$ cat config.mk
export PLATFORM = sky130hd
export DESIGN_NAME = seq_comparator
export DESIGN_NICKNAME = d
export VERILOG_FILES = /design/src/rtl/seq_comparator.sv
export SDC_FILE = /design/constraint.sdc
export NUM_CORES = 1
export LEC_CHECK = 0
export ABC_CLOCK_PERIOD_IN_PS = 3000
export CORE_ASPECT_RATIO = 1.4
export CORE_MARGIN = 2
export CORE_UTILIZATION = 55
export CTS_BUF_LIST = sky130_fd_sc_hd__clkbuf_8
export DETAILED_ROUTE_END_ITERATION = 7
export PLACE_DENSITY = 0.84
export SYNTH_ARGS = -nofsm -noshare
export SYNTH_HDL_FRONTEND = slang
export SYNTH_SLANG_ARGS = --single-unit
export TNS_END_PERCENT = 100
$ cat constraint.sdc
create_clock -name clock -period 3 [get_ports clock]
set_input_delay 0.6 -clock clock [delete_from_list [all_inputs] [get_ports clock]]
set_output_delay 0.6 -clock clock [all_outputs]
set_load 0.005 [all_outputs]
$ cat src/rtl/seq_comparator.sv
// Sequential magnitude comparator: CHUNK bits per cycle, MSB slice first, signed or unsigned.
// Optional macro SEQCMP_EARLY_EXIT_EN ends the run as soon as a differing slice has been seen.
module seq_comparator #(
  parameter int WIDTH = 16,
  parameter int CHUNK = 4
) (
  input  logic             clock,
  input  logic             reset_L,
  input  logic             start,
  input  logic             tc,
  input  logic [WIDTH-1:0] a,
  input  logic [WIDTH-1:0] b,
  output logic             busy,
  output logic             done,
  output logic             gt,
  output logic             lt,
  output logic             eq
);
  localparam int NCHUNK = WIDTH / CHUNK;
  localparam int IW = (NCHUNK > 1) ? $clog2(NCHUNK) : 1;
  localparam logic [IW-1:0] LAST_IDX = IW'(NCHUNK - 1);

  typedef enum logic [1:0] {IDLE = 2'd0, RUN = 2'd1, DONE = 2'd2} state_t;

  state_t           state_q;
  logic [WIDTH-1:0] a_q, b_q;
  logic [WIDTH-1:0] a_shl_d, b_shl_d;
  logic [IW-1:0]    idx_q;
  logic             g_q, l_q;
  logic             g_d, l_d;
  logic             last_slice, finish;
  logic             busy_q, done_q, gt_q, lt_q, eq_q;

  // Operands shift left one slice per RUN cycle so the current slice is always the top CHUNK bits.
  generate
    if (CHUNK == WIDTH) begin : g_single
      assign a_shl_d = a_q;
      assign b_shl_d = b_q;
    end else begin : g_multi
      assign a_shl_d = {a_q[WIDTH-CHUNK-1:0], {CHUNK{1'b0}}};
      assign b_shl_d = {b_q[WIDTH-CHUNK-1:0], {CHUNK{1'b0}}};
    end
  endgenerate

  always_comb begin
    g_d = g_q;
    l_d = l_q;
    for (int i = WIDTH - 1; i >= WIDTH - CHUNK; i--) begin
      {g_d, l_d} = {g_d | (~l_d & a_q[i] & ~b_q[i]),
                    l_d | (~g_d & ~a_q[i] & b_q[i])};
    end
  end

  assign last_slice = (idx_q == LAST_IDX);

`ifdef SEQCMP_EARLY_EXIT_EN
  assign finish = last_slice | g_d | l_d;
`else
  assign finish = last_slice;
`endif

  always_ff @(posedge clock or negedge reset_L) begin
    if (!reset_L) begin
      state_q <= IDLE;
      a_q     <= '0;
      b_q     <= '0;
      idx_q   <= '0;
      g_q     <= 1'b0;
      l_q     <= 1'b0;
      busy_q  <= 1'b0;
      done_q  <= 1'b0;
      gt_q    <= 1'b0;
      lt_q    <= 1'b0;
      eq_q    <= 1'b0;
    end else begin
      case (state_q)
        IDLE: begin
          if (start) begin
            // Flipping the sign bit maps two's-complement order onto unsigned order.
            a_q     <= {a[WIDTH-1] ^ tc, a[WIDTH-2:0]};
            b_q     <= {b[WIDTH-1] ^ tc, b[WIDTH-2:0]};
            g_q     <= 1'b0;
            l_q     <= 1'b0;
            idx_q   <= '0;
            busy_q  <= 1'b1;
            state_q <= RUN;
          end
        end
        RUN: begin
          a_q   <= a_shl_d;
          b_q   <= b_shl_d;
          g_q   <= g_d;
          l_q   <= l_d;
          idx_q <= idx_q + IW'(1);
          if (finish) begin
            state_q <= DONE;
            done_q  <= 1'b1;
            gt_q    <= g_d;
            lt_q    <= l_d;
            eq_q    <= ~(g_d | l_d);
          end
        end
        DONE: begin
          done_q  <= 1'b0;
          busy_q  <= 1'b0;
          state_q <= IDLE;
        end
        default: begin
          done_q  <= 1'b0;
          busy_q  <= 1'b0;
          state_q <= IDLE;
        end
      endcase
    end
  end

  assign busy = busy_q;
  assign done = done_q;
  assign gt   = gt_q;
  assign lt   = lt_q;
  assign eq   = eq_q;
endmodule

==> summary.txt <==
CTS
  • Number of sinks driven by the clock tree: 43
  • Clock network latency to the later pin of the worst-skew pair: 0.30 ns
  • Resize count post-CTS: 0
  • Clock slew at reported path FFs: 0.08 ns
  • H-tree depth reported by CTS: 2
  • CTS Buffer Depth: 2
  • Clock tree root buffer cell: clkbuf_8
  • Post-cts hold buffer count: 0
  • Post-CTS setup-driven buffer insertion count: 0
  • TritonCTS clock tree: done
  • Clock buffer count from CTS: 5

Global route
  • GR Overflow Total: 0
  • Overall routing resource usage: 24.20%
  • Maximum number of pins on one net before global-route repair: 44
  • Global-route wire length before repair: 8473 um
  • Via count of the first global-routing pass: 1854
  • Antenna violations before repair: 0

Route
  • ANT nets after route: 0
  • DRT Wirelength: 4983 um
  • Number of DRC violations after detailed-routing iteration 0: 62
  • Ratio of routed vias to standard cells: 5.903
  • Routed length per instance: 16.07 um
  • Initial DRT Pass Iterations: 4
  • Number of remaining DRC errors: 0
  • Routed vias: 1830

Floorplan
  • Chip width: 56.91 um
  • Die height: 78.08 um
  • Effective utilization at floorplan: 58.13%
  • Ports placed on the boundary: 41
  • Die ar.: 4443 um2
  • Core outline area: 3709 um2
  • Number of rows in the core area: 26

Placed design
  • Number of buffer cells added on primary ports: 40
  • # placed instances: 302
  • DPL Wire Length: 3352 um
  • GP Congestion: 0.8002

Worst setup path
  • Highest cell delay on the worst timing path: 0.68 ns
  • Arr. time, crit path: 2.18 ns
  • Required @ worst endpoint: 3.22 ns
  • Startpoint Class: input port
  • Cells traversed along the worst timing path: clkdlybuf4s50_1 > o21bai_1 > a21oi_1 > a21oi_1
  • Kind of capture point of the worst setup path: flop
  • CP max stage cell: clkdlybuf4s50_1
  • Cell seen most often among critical-path stages: a21oi_1
  • Worst setup path category: input port to flop
  • Maximum net fanout on the critical path: 16

Layout
  • Number of antenna cells inserted: 0
  • Count of nets after finishing: 304
  • Count of placed standard cells in the final layout, fillers left out: 310
  • Total of fill cells in the finished design: 304
  • P&R area growth vs syn: 25.25%
  • Share of cells above drive strength 1: 7.463%

Timing
  • Final hold viol count: 0
  • Highest clock rate: 0.5099 GHz
  • RSZ-0062 raised after global routing: false
  • Aggregate negative setup slack: 0 ns
  • Minimum clock period after layout: 1.961 ns
  • Endpoints failing setup: 0
  • Post-route clock period utilization: 65.38%
  • Worst max-slew margin expressed relative to the limit: 37.59%
  • Slew at the pin with the worst max-slew slack: 0.9362 ns
  • Number of pins with negative max-slew slack in the final report: 0
  • Worst-case clock skew: 0.005327 ns

Logic synthesis
  • Yosys top cell by area: dfrtp_1
  • Number of synthesized flops with an enable pin: 0
  • Most frequent cells after synthesis: 43 x dfrtp_1, 39 x a21oi_1, 32 x nor2b_1, 26 x o21ai_1, 22 x a22oi_1
  • Sequential fraction of the synthesis area: 49.91%
  • Most frequently used cell type in the post-synthesis netlist: dfrtp_1
  • Primary FF master, synth: dfrtp_1
  • Ranking of synthesized cells by area: dfrtp_1 50%, nor2b_1 9.3%, a21oi_1 9.1%, a22oi_1 7.7%, o21ai_1 6.0%
  • Count of unique library cells instantiated by Yosys: 30
  • Cell area after synthesis: 2156 um2
  • Share of synthesized registers carrying an async set or reset: 100.0%
  • Count of state elements after synthesis: 43
  • Synthesized area per cell: 9.292 um2
  • Top-area cell type share of the netlist area: 49.91%
  • Post-synthesis net count: 269
  • Ys Warns: 0
  • Cells after Synth: 232

Flow run
  • Max-cap viol count: 0

Power
  • Overall power of the completed layout: 0.002464 W
  • PD cells: 912.5 nW/um2
  • Worst IR drop on VDD: 0.9307 mV
  • Leakage power figure: 1.117 nW

Status
  • Result of the run: finished, final reports clean

Hold path
  • Path category of the worst min-delay check: input port to asynchronous set/reset pin
-- layout by cell type, fill, tap and decap left out, types with 6 or more instances in the layout --
cell type and count:
dfrtp_1 43, a21oi_1 39, clkdlybuf4s50_1 39, nor2b_1 30, o21ai_1 26, a22oi_1 22, nand2_1 10, inv_1 7
o21ai_0 6, nor2_1 6, clkbuf_8 6, buf_4 6
-- path summary, 6_finish.rpt --
kind | from | endpoint | slack, ns | depth (start not counted)
setup / recovery | start | l_q$_DFFE_PN0P_ | 1.04 | 4
hold / removal | reset_L | done$_DFFE_PN0P_ | 0.44 | 1
setup reg to reg | state_q[0]$_DFFE_PN0P_ | a_q[15]$_DFFE_PN0P_ | 1.15 | 6
hold reg to reg | eq$_DFFE_PN0P_ | eq$_DFFE_PN0P_ | 0.49 | 1
max in group asynchronous | reset_L | gt$_DFFE_PN0P_ | 1.98 | 1
min in group clock | eq$_DFFE_PN0P_ | eq$_DFFE_PN0P_ | 0.49 | 1
-- worst max-delay path, delay by kind of cell --
family / cells / cell delay, ns
AO/OA/AOI/OAI: 3 / 0.90
buffers and inverters: 1 / 0.68
-- registers in the layout, summed over array words and instances (netlist names) --
| name | count |
|---|---|
| g_q | 1 |
| eq | 1 |
| l_q | 1 |
| busy | 1 |
| done | 1 |
| idx_q | 2 |
| gt | 1 |
| state_q | 2 |
| lt | 1 |
| b_q | 16 |
| a_q | 16 |
-- where the power goes --
part / switching, W / internal, W / total, W
clock: 0.000202 / 0.000269 / 0.000471
combinational: 0.000528 / 0.000466 / 0.000994
sequential: 0.000187 / 0.000812 / 0.000999
-- metrics by stage --
step           util, %  instance area (um2)  hold WS [ns]  setup slack (ns)
2_1_floorplan        -                 2156        0.3044             1.557
3_3_place_gp     69.64                 2582        0.4681            0.8164
3_5_place_dp     69.64                 2582        0.4819            0.7859
4_1_cts          72.81                 2700        0.4686             1.082
5_1_grt          72.81                 2700        0.5037            0.8592
6_report         72.81                 2700        0.4360             1.039
-- cell type report --
type / instances / area (um2) / share of cell area (%)
sequential: 43 / 1076 / 39.85
multi-input combinational: 164 / 987.2 / 36.56
inverter: 7 / 26.28 / 0.9731
clock buffer: 6 / 82.58 / 3.058
tap: 42 / 52.55 / 1.946
timing repair buffer: 46 / 440.4 / 16.31
clock inverter: 2 / 35.03 / 1.297
-- kinds of logic after synthesis --
family          after synthesis  share of synthesized area (%)
mux                           2                          1.045
buf+inv                      25                          4.527
compound gates               99                          26.29
simple gates                 55                          14.51
flops                        43                          49.91
fa+ha+maj                     5                          2.496
xor+xnor                      3                          1.219
-- per-layer routing --
| metal | GRT usage, % | part of all wire, % | vias to the layer above |
|---|---|---|---|
| met3 | 5.107 | 3.7 | 8 |
| li1 | - | - | 887 |
| met5 | 0 | 0 | - |
| met2 | 40.34 | 52 | 44 |
| met4 | 7.674 | 1.9 | 0 |
| met1 | 31.39 | 42 | 891 |
Note: power is estimated with default switching activity, not from simulation.
==> RTL edit: new RTL, config.mk and constraints unchanged <==
Re-encode `state_t` (3 states) as one-hot, 3 bits wide.
--- a/src/rtl/seq_comparator.sv
+++ b/src/rtl/seq_comparator.sv
@@ -22,3 +22,3 @@
 
-  typedef enum logic [1:0] {IDLE = 2'd0, RUN = 2'd1, DONE = 2'd2} state_t;
+  typedef enum logic [2:0] {IDLE = 3'b001, RUN = 3'b010, DONE = 3'b100} state_t;
 
Function: same outputs for any inputs over 10 cycles, from zero or initial values and one cycle with reset_L low; not proved beyond that.
==> RTL edit against the original RTL <==
Hold slack improved by 0.014 ns. Total power is 4.4% lower. Sequential cell count up 1. Synthesized area fell by 5.3%. Wire length is 21% lower. Setup slack worse by 0.075 ns. Design area shrank 6.6%. Combinational power decreased by 9.3%. Clock power down 14%. Largest power group unchanged.
==> RTL edit: results (changes against the original RTL) <==
fin_crit_sh_pct: 67.9  # +2.5 points
critPathSlowestCell: "and3b_1"
wl_per_cell_um: 14.1  # -12%
grt_pass1_vias: 1574  # -15%
synth-xor-area-share_pct: 1.72  # +0.50 points
pwr-share-clk_pct: 17.1  # -2.0 points
dp_cells: 272  # -9.9%
clkbuf_count: 7  # +1
fillCellCount: 262  # -14%
buf_share_pct: 16.0  # -0.34 points
multi_input_area_share_pct: 33.5  # -3.0 points
inverters: 5  # -2
final_util_pct: 69.9  # -3.0 points
grt_use_total_pct: 21.1  # -3.1 points
finalPower_mw: 2.35  # -4.4%
r2r_setup_slack_ns: 1.04  # -0.11 ns
drive_gt1_share_pct: 14.3  # +6.8 points
vias_per_cell: 5.60  # -5.2%
antenna_found_initial: 0  # unchanged
p_seq_share_pct: 44.6  # +4.1 points
post-dp-hpwl_um: 2700  # -19%
timing.rr.end: "idx_q[1]"
syn-num-nets: 235  # -13%
max_slew.worst_pin.slew_ns: 0.951  # +0.0144 ns
instances_no_fill: 280  # -9.7%
synth.yosys.seq_area_share_pct: 54.0  # +4.1 points
synth_adder_area_share_pct: 2.27  # -0.23 points
grt_pass1_wl_um: 7090  # -16%
synth_common_cells: "nor2_1, dfrtp_1, o22ai_1, nand2_1, a22o_1"
synth_top_family_by_area: "simple AND/OR/NAND/NOR gates"
place_area_um2: 2420  # -6.2%
synthMuxAreaShare_pct: 0  # -1.0 points
synth.area.top_cells: "dfrtp_1, nor2_1, o22ai_1"
clock_area_share_pct: 3.97  # -0.39 points
signal_buffers: 41  # -11%
endpoint: "b_q[15]"
ir_worst_vdd_v: 0.000615  # -34%
max_stage_delay_ns: 0.65  # -0.03 ns
seq_area_um2: 1100  # +2.4%
multi_input_gates: 140  # -15%
worstRegToRegCells: 5  # -1
clock-root-buffer: "clkbuf_8"
top_regs: "a_q: 16 flops, b_q: 16 flops, state_q: 3 flops"
leakagePower_nw: 1.09  # -2.4%
dpl_worst_slack_ns: 0.626  # -0.159 ns
status: "complete, no violations"
antennaDiodeCount: 0  # unchanged
cp.arrival_ns: 2.21  # +0.03 ns
finClkSkew_ns: 0.00663  # +0.00131 ns
cp_max_fo: 17  # +1
postSynthCellCount: 198  # -15%
[RTL edit: layer usage]
metal	global-route usage [%]	up-vias	share of wire (%)	wire length, µm
met5	0	-	0	0
met4	8.54	0	1.6	62
met3	4.07	5	3.6	144
met2	36.2	42	53	2110
met1	25.8	758	41	1640
li1	-	762	-	-
[RTL edit: worst min-delay path by stage]
| stage | endpoint | depth (start not counted) | slack [ns] |
|---|---|---|---|
| after floorplan | a_q[0] | 0 | 0.30 |
| after detailed placement | idx_q[0] | 1 | 0.48 |
| after global placement | a_q[15] | 2 | 0.47 |
| after CTS | b_q[14] | 1 | 0.48 |
| after global routing | a_q[2] | 1 | 0.52 |
| final | a_q[3] | 1 | 0.45 |
[RTL edit: critical path: cells and delay by family]
family	cells	cell delay, ns
compound gates	2	0.18
buf+inv	1	0.46
simple gates	3	0.97
